<file path="src/rtl/alpha_blend_pkg.sv">
// Shared types and constants for the alpha blend sequencer.
// Contents:
//   state_t      - sequencer FSM states
//   ALPHA_MAX    - largest legal alpha weight (tenths)
//   COLOR_W      - colour channel width
//   clamp_alpha  - saturates an incoming alpha weight to ALPHA_MAX
package alpha_blend_pkg;

   typedef enum logic [2:0] {
      IDLE    = 3'd0,
      READ    = 3'd1,
      BLEND   = 3'd2,
      RELEASE = 3'd3,
      WRITE   = 3'd4,
      DONE    = 3'd5
   } state_t;

   localparam logic [3:0] ALPHA_MAX = 4'd10;
   localparam int         COLOR_W   = 8;

   function automatic logic [3:0] clamp_alpha(input logic [3:0] a);
      return (a > ALPHA_MAX) ? ALPHA_MAX : a;
   endfunction

endpackage

</file>
<file path="src/rtl/alpha_blend_sequencer.sv">
// Initiator side of the pixel_ready/pixel_done blend handshake.
// Walks a run of pixel addresses: reads the fg/bg pair, hands it to the
// blender, waits for pixel_done, captures alpha_result and writes it back.
// Only one blend is ever in flight.
// Ports:
//   clk, rst                 clock, synchronous active-high reset
//   start/start_addr/pixel_count/alpha_in   run launch (sampled in IDLE)
//   rd_req/rd_addr/rd_ack/rd_fg/rd_bg       layer memory read port
//   pixel_ready/color1/color2/alpha_value   operands to the blender
//   pixel_done/alpha_result                 response from the blender
//   wr_req/wr_addr/wr_data/wr_ack           frame buffer write port
//   busy/done/error                         run status
// Every output is a register updated together with the state, so request
// lines are already high in the first cycle of their state.
module alpha_blend_sequencer
   import alpha_blend_pkg::*;
#(
   parameter int ADDR_W        = 16,
   parameter int BLEND_TIMEOUT = 32
) (
   input  logic               clk,
   input  logic               rst,
   input  logic               start,
   input  logic [ADDR_W-1:0]  start_addr,
   input  logic [ADDR_W-1:0]  pixel_count,
   input  logic [3:0]         alpha_in,
   output logic               rd_req,
   output logic [ADDR_W-1:0]  rd_addr,
   input  logic               rd_ack,
   input  logic [COLOR_W-1:0] rd_fg,
   input  logic [COLOR_W-1:0] rd_bg,
   output logic               pixel_ready,
   output logic [COLOR_W-1:0] color1,
   output logic [COLOR_W-1:0] color2,
   output logic [3:0]         alpha_value,
   input  logic               pixel_done,
   input  logic [COLOR_W-1:0] alpha_result,
   output logic               wr_req,
   output logic [ADDR_W-1:0]  wr_addr,
   output logic [COLOR_W-1:0] wr_data,
   input  logic               wr_ack,
   output logic               busy,
   output logic               done,
   output logic               error
);

   localparam int TMO_W = (BLEND_TIMEOUT > 2) ? $clog2(BLEND_TIMEOUT) : 1;
   localparam logic [TMO_W-1:0] TMO_LAST = TMO_W'(BLEND_TIMEOUT - 1);

   state_t            state_r;
   logic [ADDR_W-1:0] cur_addr_r;
   logic [ADDR_W-1:0] remaining_r;
   logic [TMO_W-1:0]  tmo_r;

   // Sequencer FSM: state, run bookkeeping and all registered outputs.
   always_ff @(posedge clk) begin
      if (rst) begin
         state_r     <= IDLE;
         cur_addr_r  <= '0;
         remaining_r <= '0;
         tmo_r       <= '0;
         rd_req      <= 1'b0;
         rd_addr     <= '0;
         pixel_ready <= 1'b0;
         color1      <= '0;
         color2      <= '0;
         alpha_value <= 4'd0;
         wr_req      <= 1'b0;
         wr_addr     <= '0;
         wr_data     <= '0;
         busy        <= 1'b0;
         done        <= 1'b0;
         error       <= 1'b0;
      end else begin
         done <= 1'b0;
         case (state_r)
            IDLE: begin
               if (start) begin
                  cur_addr_r  <= start_addr;
                  remaining_r <= pixel_count;
                  alpha_value <= clamp_alpha(alpha_in);
                  error       <= 1'b0;
                  busy        <= 1'b1;
                  if (pixel_count == '0) begin
                     state_r <= DONE;
                  end else begin
                     rd_req  <= 1'b1;
                     rd_addr <= start_addr;
                     state_r <= READ;
                  end
               end
            end
            READ: begin
               if (rd_ack) begin
                  color1      <= rd_fg;
                  color2      <= rd_bg;
                  rd_req      <= 1'b0;
                  pixel_ready <= 1'b1;
                  tmo_r       <= '0;
                  state_r     <= BLEND;
               end
            end
            BLEND: begin
               if (pixel_done) begin
                  wr_data     <= alpha_result;
                  pixel_ready <= 1'b0;
                  state_r     <= RELEASE;
               end else if (tmo_r == TMO_LAST) begin
                  // Blender never answered: abandon the rest of the run.
                  error       <= 1'b1;
                  pixel_ready <= 1'b0;
                  state_r     <= DONE;
               end else begin
                  tmo_r <= tmo_r + TMO_W'(1);
               end
            end
            RELEASE: begin
               // Wait for the blender to re-arm before touching the next pixel.
               if (!pixel_done) begin
                  wr_req  <= 1'b1;
                  wr_addr <= cur_addr_r;
                  state_r <= WRITE;
               end
            end
            WRITE: begin
               if (wr_ack) begin
                  wr_req <= 1'b0;
                  if (remaining_r == ADDR_W'(1)) begin
                     state_r <= DONE;
                  end else begin
                     cur_addr_r  <= cur_addr_r + ADDR_W'(1);
                     remaining_r <= remaining_r - ADDR_W'(1);
                     rd_req      <= 1'b1;
                     rd_addr     <= cur_addr_r + ADDR_W'(1);
                     state_r     <= READ;
                  end
               end
            end
            DONE: begin
               // busy stays high through DONE and drops as done pulses.
               done    <= 1'b1;
               busy    <= 1'b0;
               state_r <= IDLE;
            end
            default: begin
               rd_req      <= 1'b0;
               pixel_ready <= 1'b0;
               wr_req      <= 1'b0;
               busy        <= 1'b0;
               state_r     <= IDLE;
            end
         endcase
      end
   end

endmodule
</file>
<file path="config.mk">
export PLATFORM = sky130hd
export DESIGN_NAME = alpha_blend_sequencer
export DESIGN_NICKNAME = d
export VERILOG_FILES = /design/src/rtl/alpha_blend_pkg.sv /design/src/rtl/alpha_blend_sequencer.sv
export SDC_FILE = /design/constraint.sdc
export NUM_CORES = 1
export LEC_CHECK = 0
export CORE_MARGIN = 8
export CORE_UTILIZATION = 50
export CTS_BUF_LIST = sky130_fd_sc_hd__clkbuf_16
export CTS_CLUSTER_SIZE = 8
export DETAILED_ROUTE_END_ITERATION = 6
export PLACE_DENSITY = 0.93
export SYNTH_ARGS = -nofsm -noshare
export SYNTH_HDL_FRONTEND = slang
export SYNTH_SLANG_ARGS = --single-unit
export TNS_END_PERCENT = 10
</file>
<file path="constraint.sdc">
create_clock -name clk -period 4.7 [get_ports clk]
set_input_delay 0.94 -clock clk [delete_from_list [all_inputs] [get_ports clk]]
set_output_delay 0.94 -clock clk [all_outputs]
set_load 0.02 [all_outputs]
</file>
==> results by group <==
Status
  – Status: finished clean

Routing
  – First DRT Iteration DRCs: 506
  – Drt first pass iters: 5
  – Avg Vias per Cell: 5.89
  – Routed len/inst: 17.5 µm
  – WL final: 15500 µm
  – DRT antenna net count: 0
  – Via Count: 5234
  – Drt drc: 0

Synth
  – EDFF count, synth: 0
  – Post-synthesis cell area: between 5000 and 6000 µm²
  – Post-synth top cells: 132 x nand2_1, 106 x dfxtp_1, 86 x a21oi_1
  – Synth top area share: 0.422
  – Synth cell types: 67
  – Synth warn: 0
  – Cells after synthesis: about 650
  – Most common cell in the synthesized netlist: nand2_1
  – Sequential fraction of the synthesis area: 0.422
  – Mapped Avg Cell Area: 7.78 µm²
  – Async SR Flop Fraction: 0
  – Largest cells by area after synthesis: dfxtp_1 42%, nand2_1 9.9%, a21oi_1 8.6%, o21ai_0 5.0%, nor2_1 3.8%
  – FF+latch count, synth: between 100 and 150
  – Predominant post-synthesis flop cell: dfxtp_1
  – Syn_nets: around 720
  – Most area-hungry cell type in the Yosys netlist: dfxtp_1

Final layout
  – Non-filler cells, final: 889
  – N_diodes: 0
  – Syn-to-layout area delta: 31.6%
  – Nets@finish: 822
  – Final instance area: 6620 µm²
  – Share of cells above drive strength 1: 0.0529
  – Core Util, Final: 0.677

Clock tree
  – Cts hold-fix bufs: 0
  – Clock tree buffer depth: 2
  – Reg clk slew, reported paths: around 70 ps
  – Postcts setup bufs: 0
  – H-tree levels: 3
  – Root Driver: clkbuf_16
  – CTS tree: yes
  – Num CTS Buffers: 9
  – CTS Sinks: 106
  – Clock Latency Late Sink: ~350 ps
  – PostCTS Resize Cnt: 0

Global route
  – Number of global-route vias before repair: 5130
  – First-pass GRT wire length: 25000 µm
  – Total grt overflow: 0
  – Initial antenna violation count: 0
  – Largest net degree at the start of global routing: 65
  – All-layer global routing usage: 0.229

Power and ir drop
  – PwrDens: 379 nW/µm²
  – Leakage: 2.27 nW
  – Max IR drop VDD: 0.216 mV

Worst setup path
  – Peak per-stage delay on the critical path: 690 ps
  – Kind of critical path: in -> reg
  – Critical path required time: 4930 ps
  – Worst-path maximum fanout: 20
  – CP Data Arrival Time: 3220 ps
  – CP Launch Type: input pin
  – CP endpoint kind: flip-flop
  – Crit-path slowest cell: and2_1
  – Crit-path cells: clkdlybuf4s50_1 -> mux2i_1 -> nor3_2 -> and2_1 -> nand2_1 -> o41ai_1

STA
  – Final worst path period share: 0.636
  – Fin. max-slew vios: 0
  – Max Fclk: between 0.3 and 0.4 GHz
  – Clk_skew: about 8.4 ps
  – Worst slew pin tran: 1040 ps
  – Final Hold Viols: 0
  – Finish-stage setup viols: 0
  – Crit path time final: 2990 ps
  – Relative slew margins: 0.305
  – RSZ-0062 raised after global routing: no
  – Final TNS setup: 0 ps

Floorplanning
  – Core area: 9770 µm²
  – # IOs: ~130
  – Die W: 116 µm
  – # rows: 36
  – DIE HEIGHT: roughly 120 µm
  – Full die area: 13500 µm²
  – Initial Util: 0.514

Placement
  – DP HPWL: 11300 µm
  – Buffers added on ports: 131
  – Post-placement cell count: 873
  – GP Congestion: 0.933
  – Placed Area: roughly 6300 µm²

Run
  – Max-Cap Viols: 0

Hold path
  – Hold Path Class: reg -> reg
==> registers in the layout, indices dropped and copies added, names as in the netlist <==
name         cells
state_r          3
cur_addr_r      16
rd_req           1
wr_data          8
color2           8
remaining_r     16
busy             1
rd_addr         16
alpha_value      4
done             1
wr_req           1
error            1
color1           8
pixel_ready      1
tmo_r            5
wr_addr         16
==> power breakdown <==
part	switching, mW	total [mW]	internal [mW]
Sequential	0.119	1.11	0.995
Clock	0.337	0.695	0.358
Combinational	0.400	0.699	0.299
==> kinds of logic after synthesis <==
family / synth area share
flip-flops: 0.422
adder cells (fa/ha/maj): 0.0124
AO/OA/AOI/OAI: 0.227
XOR/XNOR: 0.0157
AND/OR/NAND/NOR: 0.254
buffers and inverters: 0.0537
multiplexers: 0.0149
==> stage by stage <==
| step | hold slack (ps) | setup slack, ps | power, mW |
|---|---|---|---|
| after floorplan | 445 | 2620 | 1.56 |
| after global placement | 441 | 1490 | 1.78 |
| after detailed placement | 446 | 1360 | 1.82 |
| after CTS | 456 | 1710 | 2.50 |
| after global routing | 465 | 1580 | 2.62 |
| final | 453 | 1710 | 2.51 |
==> final cells by class <==
class	instances	area, µm²
fill	793	3160
multi-input combinational	482	2650
sequential	106	2120
timing repair buffer	138	1360
clock buffer	9	225
tap	133	166
inverter	14	52.6
clock inverter	7	42.5
==> metal layers <==
layer,vias to the layer above,GRT usage,share of wire
li1,2495,-,-
met1,2444,0.273,0.40
met2,248,0.386,0.48
met3,47,0.0398,0.084
met4,0,0.119,0.038
met5,-,0,0
==> critical path: cells and delay by family <==
kind,cells,cell delay [ps]
AOI/OAI and AO/OA,1,430
buffers and inverters,1,520
muxes,1,130
and+or+nand+nor,3,1190
==> path summary, 6_finish.rpt <==
kind / startpoint / to / slack (ps) / cells past startpoint
max: wr_ack / rd_addr[13] / 1710 / 6
min: wr_data[2] / wr_data[2] / 450 / 2
max reg2reg: state_r[2] / rd_addr[0] / 1900 / 6
min reg2reg: wr_data[2] / wr_data[2] / 450 / 2
==> cell usage in the layout, fill, tap and decap left out, types with 3 or more instances in the layout <==
cell type / instances
xor2_1: 4
ha_1: 5
nor2_1: 51
nand2_1: 132
or3_1: 8
mux2i_1: 6
clkdlybuf4s50_1: 130
a21oi_1: 86
inv_1: 15
or4_1: 3
clkbuf_16: 9
a221oi_2: 3
dfxtp_1: 106
o32ai_1: 3
nand3_1: 23
o21ai_0: 50
a31oi_1: 8
nor3_1: 10
o41ai_1: 3
nor4_1: 9
a211oi_1: 5
buf_4: 7
o22ai_1: 4
o211ai_1: 5
xnor2_1: 5
nand4_1: 5
o31ai_1: 4
Power figures use the tool's default switching activity.
